==> src/rtl/uncache_handler.sv <==
// Uncached access engine: issues committed uncached stores and uncached loads
// on one single-outstanding AXI-lite-style port, one transaction at a time.
module uncache_handler #(
  parameter int ID_W = 7
) (
  input  logic            clk,
  input  logic            rst,
  // write buffer head
  input  logic            wb_w,
  input  logic [31:0]     wb_waddr,
  input  logic [31:0]     wb_data,
  input  logic [1:0]      wb_size,
  output logic            wb_ready,
  // load path
  input  logic            ld_req,
  input  logic [31:0]     ld_addr,
  input  logic [1:0]      ld_size,
  input  logic [ID_W-1:0] ld_id,
  output logic            ld_ready,
  output logic            ld_valid,
  output logic [31:0]     ld_data,
  output logic [ID_W-1:0] ld_rid,
  input  logic            flush,
  output logic            busy,
  // memory port
  output logic            awvalid,
  output logic [31:0]     awaddr,
  output logic [1:0]      awsize,
  input  logic            awready,
  output logic            wvalid,
  output logic [31:0]     wdata,
  output logic [3:0]      wstrb,
  input  logic            wready,
  input  logic            bvalid,
  output logic            bready,
  output logic            arvalid,
  output logic [31:0]     araddr,
  output logic [1:0]      arsize,
  input  logic            arready,
  input  logic            rvalid,
  input  logic [31:0]     rdata,
  output logic            rready
);

  typedef enum logic [2:0] {
    IDLE   = 3'd0,
    W_REQ  = 3'd1,
    W_RESP = 3'd2,
    R_REQ  = 3'd3,
    R_DATA = 3'd4,
    R_DONE = 3'd5
  } state_t;

  state_t          state_q, state_d;
  logic            kill_q, kill_d;
  logic            aw_done_q, aw_done_d;
  logic            w_done_q, w_done_d;

  logic [31:0]     addr_q, addr_d;
  logic [31:0]     data_q, data_d;
  logic [1:0]      size_q, size_d;
  logic [ID_W-1:0] id_q, id_d;
  logic [31:0]     rdata_q, rdata_d;

  function automatic logic [3:0] store_strb(input logic [1:0] size,
                                            input logic [1:0] lo);
    logic [3:0] s;
    case (size)
      2'd0:    s = 4'b0001 << lo;
      2'd1:    s = lo[1] ? 4'b1100 : 4'b0011;
      default: s = 4'hF;
    endcase
    return s;
  endfunction

  // Narrow stores are replicated across all lanes; wstrb selects the live one.
  function automatic logic [31:0] store_wdata(input logic [1:0]  size,
                                              input logic [31:0] d);
    logic [31:0] w;
    case (size)
      2'd0:    w = {4{d[7:0]}};
      2'd1:    w = {2{d[15:0]}};
      default: w = d;
    endcase
    return w;
  endfunction

  function automatic logic [31:0] load_extract(input logic [31:0] rd,
                                               input logic [1:0]  lo,
                                               input logic [1:0]  size);
    logic [31:0] sh;
    logic [31:0] r;
    sh = rd >> {lo, 3'b000};
    case (size)
      2'd0:    r = {24'h0, sh[7:0]};
      2'd1:    r = {16'h0, sh[15:0]};
      default: r = sh;
    endcase
    return r;
  endfunction

  always_comb begin
    state_d   = state_q;
    kill_d    = kill_q;
    aw_done_d = aw_done_q;
    w_done_d  = w_done_q;
    addr_d    = addr_q;
    data_d    = data_q;
    size_d    = size_q;
    id_d      = id_q;
    rdata_d   = rdata_q;

    wb_ready  = 1'b0;
    ld_ready  = 1'b0;
    ld_valid  = 1'b0;
    ld_data   = 32'h0;
    ld_rid    = '0;
    awvalid   = 1'b0;
    awaddr    = 32'h0;
    awsize    = 2'd0;
    wvalid    = 1'b0;
    wdata     = 32'h0;
    wstrb     = 4'h0;
    bready    = 1'b0;
    arvalid   = 1'b0;
    araddr    = 32'h0;
    arsize    = 2'd0;
    rready    = 1'b0;
    busy      = (state_q != IDLE);

    case (state_q)
      IDLE: begin
        if (wb_w) begin
          addr_d    = wb_waddr;
          data_d    = wb_data;
          size_d    = wb_size;
          aw_done_d = 1'b0;
          w_done_d  = 1'b0;
          state_d   = W_REQ;
        end else if (ld_req && !flush) begin
          ld_ready = 1'b1;
          addr_d   = ld_addr;
          size_d   = ld_size;
          id_d     = ld_id;
          kill_d   = 1'b0;
          state_d  = R_REQ;
        end
      end

      // Address and data channels complete independently, in either order.
      W_REQ: begin
        awvalid = !aw_done_q;
        wvalid  = !w_done_q;
        awaddr  = addr_q;
        awsize  = size_q;
        wdata   = store_wdata(size_q, data_q);
        wstrb   = store_strb(size_q, addr_q[1:0]);
        if (awvalid && awready) aw_done_d = 1'b1;
        if (wvalid && wready)   w_done_d  = 1'b1;
        if ((aw_done_q || awready) && (w_done_q || wready)) state_d = W_RESP;
      end

      W_RESP: begin
        bready = 1'b1;
        if (bvalid) begin
          wb_ready = 1'b1;
          state_d  = IDLE;
        end
      end

      R_REQ: begin
        arvalid = 1'b1;
        araddr  = addr_q;
        arsize  = size_q;
        if (flush)   kill_d  = 1'b1;
        if (arready) state_d = R_DATA;
      end

      R_DATA: begin
        rready = 1'b1;
        if (flush) kill_d = 1'b1;
        if (rvalid) begin
          rdata_d = load_extract(rdata, addr_q[1:0], size_q);
          state_d = R_DONE;
        end
      end

      // A rollback arriving in the return cycle still drops the result.
      R_DONE: begin
        if (flush) kill_d = 1'b1;
        if (!kill_q && !flush) begin
          ld_valid = 1'b1;
          ld_data  = rdata_q;
          ld_rid   = id_q;
        end
        state_d = IDLE;
      end

      default: state_d = IDLE;
    endcase
  end

  always_ff @(posedge clk) begin
    if (rst) begin
      state_q   <= IDLE;
      kill_q    <= 1'b0;
      aw_done_q <= 1'b0;
      w_done_q  <= 1'b0;
    end else begin
      state_q   <= state_d;
      kill_q    <= kill_d;
      aw_done_q <= aw_done_d;
      w_done_q  <= w_done_d;
    end
  end

  // Request payload is only observed through state-gated outputs, so it needs no reset.
  always_ff @(posedge clk) begin
    addr_q  <= addr_d;
    data_q  <= data_d;
    size_q  <= size_d;
    id_q    <= id_d;
    rdata_q <= rdata_d;
  end

endmodule

==> config.mk <==
export PLATFORM = sky130hd
export DESIGN_NAME = uncache_handler
export DESIGN_NICKNAME = d
export VERILOG_FILES = /design/src/rtl/uncache_handler.sv
export SDC_FILE = /design/constraint.sdc
export NUM_CORES = 1
export LEC_CHECK = 0
export CAP_MARGIN = 10
export CORE_MARGIN = 2
export CORE_UTILIZATION = 43
export DETAILED_ROUTE_END_ITERATION = 16
export GPL_ROUTABILITY_DRIVEN = 1
export GPL_TIMING_DRIVEN = 0
export PLACE_DENSITY = 0.9
export SLEW_MARGIN = 40
export SYNTH_ARGS = -nofsm -noshare
export SYNTH_HDL_FRONTEND = slang
export SYNTH_SLANG_ARGS = --single-unit
==> constraint.sdc <==
create_clock -name clk -period 7.41 [get_ports clk]
set_input_delay 1.1115 -clock clk [delete_from_list [all_inputs] [get_ports clk]]
set_output_delay 1.1115 -clock clk [all_outputs]
set_load 0.05 [all_outputs]
# Yosys cells after proc, flatten, opt, wreduce, memory -nomap -nowiden
# Index checks and enable logic that the tools add are counted.
# totals
regBits	111
latchBits	0
mem_bits_rw	0
rom_bits	0
input_bits	149
out_inout_bits	152
word_cells	101
memories	0
# op_classes
add_sub_neg	0
n_mul	0
div_mod_pow	0
order_cmp	0
eq_ne	17
shift	2
mux	46
n_bitwise	1
n_reduce_logical	26
# op_table
op	count
32-bit 2-to-1 mux	7
32-bit one-hot mux with 2 select lines	2
32-bit by 5-bit right shift with 32-bit output	1
1-bit 2-to-1 mux	18
3-bit 2-to-1 mux	6
2-bit != test (second input constant)	9
3-bit one-hot mux with 5 select lines	1
7-bit 2-to-1 mux	2
3-bit AND reduction	3
2-bit 2-to-1 mux	4
4-bit 2-to-1 mux	2
4-bit one-hot mux with 2 select lines	1
3-bit by 2-bit == test with 1-bit output (second input constant)	2
3-bit == test (second input constant)	2
1-bit one-hot mux with 2 select lines	3
2-bit AND reduction	3
2-bit nonzero test	3
1-bit logical AND	5
5-bit AND reduction	1
1-bit logical NOT	4
4-bit AND reduction	1
1-bit by 2-bit left shift with 4-bit output (first input constant)	1
3-bit by 1-bit == test with 1-bit output (second input constant)	1
3-bit logical NOT	1
other kinds (8)	9

# Depth between registers and ports, before layout
# Gate-level depths: netlist of the first run.
# logic_depth
depth_word	5
depth_mapped	6
ltp_nobuf	4

# Worst setup path after synthesis of the first run
# No wires, ideal clock.
# synth_path
kind	in2reg
start	input rvalid
end	register rdata_q[0] (enable)
setup_time_ns	0.461
t_arrival_ns	3.402
t_required_ns	6.949
setup_slack_ns	3.547
cell_stages	2
n_path_buf	0
cell_sequence	inv_1 > nor3_1
# synth_via
elab_chain_cells	1
# synth_rtl
element	line_no	text
start, declared	40	input logic rvalid,
2-bit AND reduction (no source line)	n/a	
end signal, assigned	223	rdata_q <= rdata_d;
end, declared	63	logic [31:0] rdata_q, rdata_d;
# Every way passes these cells.
# A chain may end at the register's enable or synchronous reset.

# Worst setup path after layout of the first run
# layout_path
start	input flush
end	output ld_data[9]
# layout_via
elab_chain_cells	4
# layout_rtl
element	line_no	text
start, declared	23	input logic flush,
1-bit logical NOT	191	if (!kill_q && !flush) begin
1-bit logical AND	191	
32-bit 2-to-1 mux	191	
32-bit 2-to-1 mux	131	case (state_q)
end, declared	21	output logic [31:0] ld_data,
# Every way passes these cells.

==> results of run 1 <==
-- registers in the layout (all words and copies together), names as in the netlist --
register and count:
kill_q 1, id_q 7, addr_q 32, data_q 32, rdata_q 32, size_q 2, state_q 3, aw_done_q 1
w_done_q 1
-- power by group --
part | total [mW] | switching, mW | internal [mW]
combinational | 1.67 | 1.10 | 0.569
sequential | 0.903 | 0.0586 | 0.844
clock | 0.439 | 0.212 | 0.228
-- area by class of cell --
cell class,instances,area [sq um],area share (%)
Tap cell,176,220,2.34
Clock inverter,4,25.0,0.266
Buffer,34,163,1.73
Timing Repair Buffer,307,3090,32.8
Sequential cell,111,3270,34.8
Clock buffer,12,236,2.51
Inverter,6,22.5,0.239
Multi-Input combinational cell,354,2390,25.4
-- logic make-up (layout without fill, tap and decap cells) --
family | after synthesis | after routing | share of synthesized area [%]
AND/OR/NAND/NOR | 232 | 232 | 22.8
AO/OA/AOI/OAI | 56 | 56 | 5.76
buffers and inverters | 40 | 363 | 3.18
flip-flops | 111 | 111 | 56.2
multiplexers | 66 | 66 | 12.1
-- how the worst max path moves through the flow --
stage / from / endpoint / slack (ns) / depth (start not counted)
global route: flush / ld_data[11] / 2.83 / 5
finish: flush / ld_data[9] / 2.96 / 5
floorplan: rvalid / rdata_q[0] / 3.55 / 2
detailed placement: flush / ld_data[7] / 2.95 / 5
global placement: rvalid / rdata_q[17] / 2.35 / 3
CTS: flush / ld_data[7] / 2.95 / 5
-- Yosys cell counts (all sizes together), types with 2 or more instances --
cell type	count	share of area (%)
and2	123	13
edfxtp	105	54
nor2	63	5.2
a21oi	37	3.2
mux2	34	6.6
mux2i	32	5.5
nand2	21	1.4
buf	19	1.8
clkbuf	15	0.97
nor2b	11	1.2
a211oi	8	1.0
dfxtp	6	2.1
inv	6	0.39
nand2b	4	0.43
nor3	4	0.34
o21ai	4	0.34
nor3b	2	0.54
-- through the flow --
| stage | power (mW) | cells | hold slack (ns) | util (%) |
|---|---|---|---|---|
| after floorplan | 1.95 | 505 | 0.455 | - |
| after global placement | 2.51 | 980 | 0.473 | 68.2 |
| after detailed placement | 2.58 | 988 | 0.492 | 69.1 |
| after CTS | 3.02 | 1004 | 0.501 | 71.1 |
| after global routing | 3.12 | 1004 | 0.542 | 71.1 |
| final | 3.01 | 1004 | 0.502 | 71.1 |
-- routing by layer --
layer  GRT usage, %  part of all wire, %  up-vias
met5              0                    0        -
met2           46.6                   51      293
met4           11.5                  3.7        0
met3           6.23                  8.0       47
met1           28.4                   38     2405
li1               -                    -     2387
-- critical path: stages --
cell and delay (ns):
clkdlybuf4s50_1 0.45, nor4_2 0.50, buf_2 0.31, and2_1 0.17
clkdlybuf4s50_1 0.80
==> results.cfg, run 1 <==
[clocking]
cts_resized = 0
cts.sinks = 111
clockBufferDepth = 2
root_buffer = clkbuf_16
postCtsSetupRepairBufs = 0
hold_buffers = 0
cts_tree = yes
path_clk_slew_ns = 0.06
cts.htree.levels = 3
cts_buffers = 9
clkLatencyLatePin_ns = 0.34

[min_path]
hp-class = reg -> reg
hold_end = kill_q
whs_path_depth = 2
hp-start = kill_q

[yosys]
ys_seq_elements = 111
yosysSeqAreaShare_pct = 56.2
synth_cells = 505
syn_area_sq_mm = 0.00582
yosysUniqueCellTypes = 34
synth_enable_flop_cells = 105
synth-main-ff-cell = edfxtp_1
async_reset_ff_share_pct = 0
syn_avg_cell_area_sq_um = 11.5
ys.warnings.count = 0
syn_nets = 654

[final_layout]
fin_nets = 972
final_common_cell = clkdlybuf4s50_1
drive_gt1_share_pct = 11.4
fin_area_sq_mm = 0.00942
fill_cells = 954
mostFrequentLayoutCells = clkdlybuf4s50_1, and2_1, edfxtp_1, nor2_1, a21oi_1
num_antenna_cells = 0
syn2layout_area_growth_pct = 61.7

[setup_path]
r2r_setup_slack_ns = 5.47
reg2reg_to = addr_q[23]
cp.required_ns = 6.30
crit_arrival_ns = 3.34
crit_type = in -> out
endpoint_kind = output port
ff2ff_path_depth = 6
r2r-start = state_q[1]
critPathMaxFanout = 10
setup.worst_path.start_class = primary input

[placement]
place_hpwl_um = 14900
preCtsSetupSlack_ns = 2.95
place.gp.congestion = 0.903
numPortBuffers = 299
placed_area_sq_mm = 0.00916

[timing]
setup_slack_ns = 2.96
post-route-period-util_pct = 60.1
timing.fmax_ghz = 0.225
relSlewSlack_pct = 51.8
skew_ns = 0.00700
setup_tns_ns = 0
slew_viol_final = 0
min_period_ns = 4.45
hold_viol_final = 0
rsz0062_at_grt = false
tightest_slew_ns = 0.722
setup_violations = 0

[global_route]
grt_max_degree = 21
gr-total-overflow = 0
grt_pass1_vias = 5378
antenna_found_initial = 0
grt_pass1_wl_um = 28300
track_usage_pct = 25.7

[routing]
drt_wl_total_um = 18900
dr.pass1.iters = 5
drtIter0Drc = 425
wl_per_cell_um = 18.8
via_count = 5132
drc = 0
ant_nets = 0
vias_per_cell = 5.11

[status]
outcome = complete, no violations

[die]
ios = 301
row_count = 42
die-area_sq_mm = 0.0145
die_h_um = 120
core_sq_mm = 0.0132
start_util_pct = 44.0
die-width_um = 120

[power_and_ir_drop]
power_density_mw_per_mm2 = 319
leakage_nw = 3.44
ir_drop_uv = 206

[flow_run]
max-cap-violations = 0
No activity file was read; power rests on OpenSTA's default activity.
==> run 2: changes to the inputs <==
--- a/config.mk
+++ b/config.mk
@@ -7,11 +7,11 @@
 export LEC_CHECK = 0
 export CAP_MARGIN = 10
 export CORE_MARGIN = 2
-export CORE_UTILIZATION = 43
+export CORE_UTILIZATION = 40
 export DETAILED_ROUTE_END_ITERATION = 16
 export GPL_ROUTABILITY_DRIVEN = 1
 export GPL_TIMING_DRIVEN = 0
-export PLACE_DENSITY = 0.9
+export PLACE_DENSITY = 0.85
 export SLEW_MARGIN = 40
 export SYNTH_ARGS = -nofsm -noshare
 export SYNTH_HDL_FRONTEND = slang
==> constraint.sdc (replaced) <==
create_clock -name clk -period 4.2 [get_ports clk]
set_input_delay 0.63 -clock clk [delete_from_list [all_inputs] [get_ports clk]]
set_output_delay 0.63 -clock clk [all_outputs]
set_load 0.05 [all_outputs]
==> run 2 against run 1 <==
- clock skew increased by 0.0032 ns
- sequential power increased by 75%
- flip-flop and latch count did not move
- count of clock-buffer cells in the layout decreased by 3
- power is 78% higher
- final cell count up 0.80%
- clock power is 97% higher
- hold slack got worse by 0.0091 ns
- non-clock buffer count unchanged
- via count decreased by 1.2%
- die area is 7.3% higher
- critical endpoint is now ld_data[15]
==> results.cfg, run 2 (synthesis results as in run 1) <==
[routing]
vias_per_cell = 5.01
wl_per_cell_um = 18.4
drc = 0
dr.pass1.iters = 5
drtIter0Drc = 275
via_count = 5069
drt_wl_total_um = 18600
ant_nets = 0

[timing]
slew_viol_final = 0
min_period_ns = 3.50
tightest_slew_ns = 0.635
setup_violations = 0
timing.fmax_ghz = 0.286
rsz0062_at_grt = false
relSlewSlack_pct = 57.5
skew_ns = 0.0102
post-route-period-util_pct = 83.2
hold_ws_ns = 0.493
hold_viol_final = 0

[power_and_ir_drop]
sw_frac_of_total_pct = 45.2
power_frac_comb_pct = 54.4
power_frac_seq_pct = 29.5
ir_drop_uv = 366
p_switching_mw = 2.43
clkPwrFrac_pct = 16.1
leakage_nw = 3.45
cell_internal_pwr_mw = 2.94
power_density_mw_per_mm2 = 568

[global_route]
antenna_found_initial = 0
top_usage_layer = met2
use_met1_pct = 27.2
grt_max_degree = 19
grt_pass1_wl_um = 28800
grt_pass1_vias = 5341
use_met2_pct = 42.6
met3_usage_pct = 6.14
gr-total-overflow = 0
track_usage_pct = 24.1

[clocking]
clkLatencyLatePin_ns = 0.35
cts.htree.levels = 3
clockBufferDepth = 2
cts_tree = yes
hold_buffers = 0
path_clk_slew_ns = 0.07
cts_buffers = 9
root_buffer = clkbuf_16
postCtsSetupRepairBufs = 0
cts_resized = 0
cts.sinks = 111

[final_layout]
finalNonFillerCells = 1012
syn2layout_area_growth_pct = 62.3
fin_nets = 972
mostFrequentLayoutCells = clkdlybuf4s50_1, and2_1, edfxtp_1, nor2_1, a21oi_1
top_regs = addr_q (32), data_q (32), rdata_q (32)
drive_gt1_share_pct = 11.6
num_antenna_cells = 0
final_common_cell = clkdlybuf4s50_1

[status]
outcome = complete, no violations

[die]
die_h_um = 125
die-area_sq_mm = 0.0155
row_count = 44
start_util_pct = 40.5
ios = 301
core_sq_mm = 0.0144
die-width_um = 125

[placement]
dp.cells = 996
place.gp.congestion = 0.874
numPortBuffers = 299
place_hpwl_um = 14800

[setup_path]
endpoint_kind = output port
r2r_setup_slack_ns = 2.22
cpPeakStageDelay_ns = 0.80
crit_type = in -> out
setup.worst_path.start_class = primary input
ff2ff_path_depth = 5
crit_arrival_ns = 2.87
critPathMaxFanout = 10
r2r-start = state_q[1]
cp_slowest_cell = clkdlybuf4s50_1
crit_chain = clkdlybuf4s50_1 > nor4_2 > buf_2 > and2_1 > clkdlybuf4s50_1
reg2reg_to = size_q[0]
crit_top_cell = clkdlybuf4s50_1
cp.required_ns = 3.57

[min_path]
hold_end = kill_q
hp-start = kill_q
whs_path_depth = 2
hp-class = reg -> reg

[flow_run]
max-cap-violations = 0
-- run 2: metrics by stage --
| stage | setup slack (ns) | util, % | total power, mW | setup TNS [ns] | area (sq um) |
|---|---|---|---|---|---|
| detailed placement | 0.615 | 63.7 | 4.53 | 0 | 9160 |
| floorplan | 0.819 | - | 3.45 | 0 | 5820 |
| global placement | -0.540 | 63.0 | 4.45 | -26.25 | 9050 |
| finish | 0.704 | 65.8 | 5.37 | 0 | 9450 |
| global route | 0.472 | 65.8 | 5.59 | 0 | 9450 |
| CTS | 0.607 | 65.8 | 5.40 | 0 | 9450 |
-- run 2: power by group through the flow --
stage	Clock, mW	Sequential (mW)	Combinational [mW]
2_1_floorplan	0	1.59	1.86
3_3_place_gp	0	1.62	2.83
3_5_place_dp	0	1.61	2.93
4_1_cts	0.881	1.58	2.94
5_1_grt	0.917	1.61	3.07
6_report	0.864	1.58	2.92
-- run 2: how the worst max path moves through the flow --
| stage | start | to | slack (ns) | cells after the start |
|---|---|---|---|---|
| after floorplan | rvalid | rdata_q[0] | 0.82 | 2 |
| final | flush | ld_data[15] | 0.70 | 5 |
| after global placement | rvalid | rdata_q[5] | -0.54 | 3 |
| after CTS | flush | ld_data[15] | 0.61 | 5 |
| after detailed placement | flush | ld_data[15] | 0.62 | 5 |
| after global routing | state_q[1] | ld_ready | 0.47 | 5 |
-- run 2: worst max-delay path, delay by kind of cell --
| family | cells | cell delay [ns] |
|---|---|---|
| buffers and inverters | 3 | 1.54 |
| and+or+nand+nor | 2 | 0.69 |
-- run 2: layout make-up --
type	instances	area [sq um]
plain buffers	34	163
clock buffers	9	225
clock inverters	7	73.8
fillers	1141	4910
inverters	6	22.5
multi-input cells	354	2390
flip-flops and latches	111	3270
well taps	184	230
repair buffers	307	3080
-- run 2: routing by layer --
layer  vias to the layer above  part of all wire, %
li1                       2387                    -
met1                      2386                   38
met2                       250                   52
met3                        46                  7.3
met4                         0                  3.5
met5                         -                    0
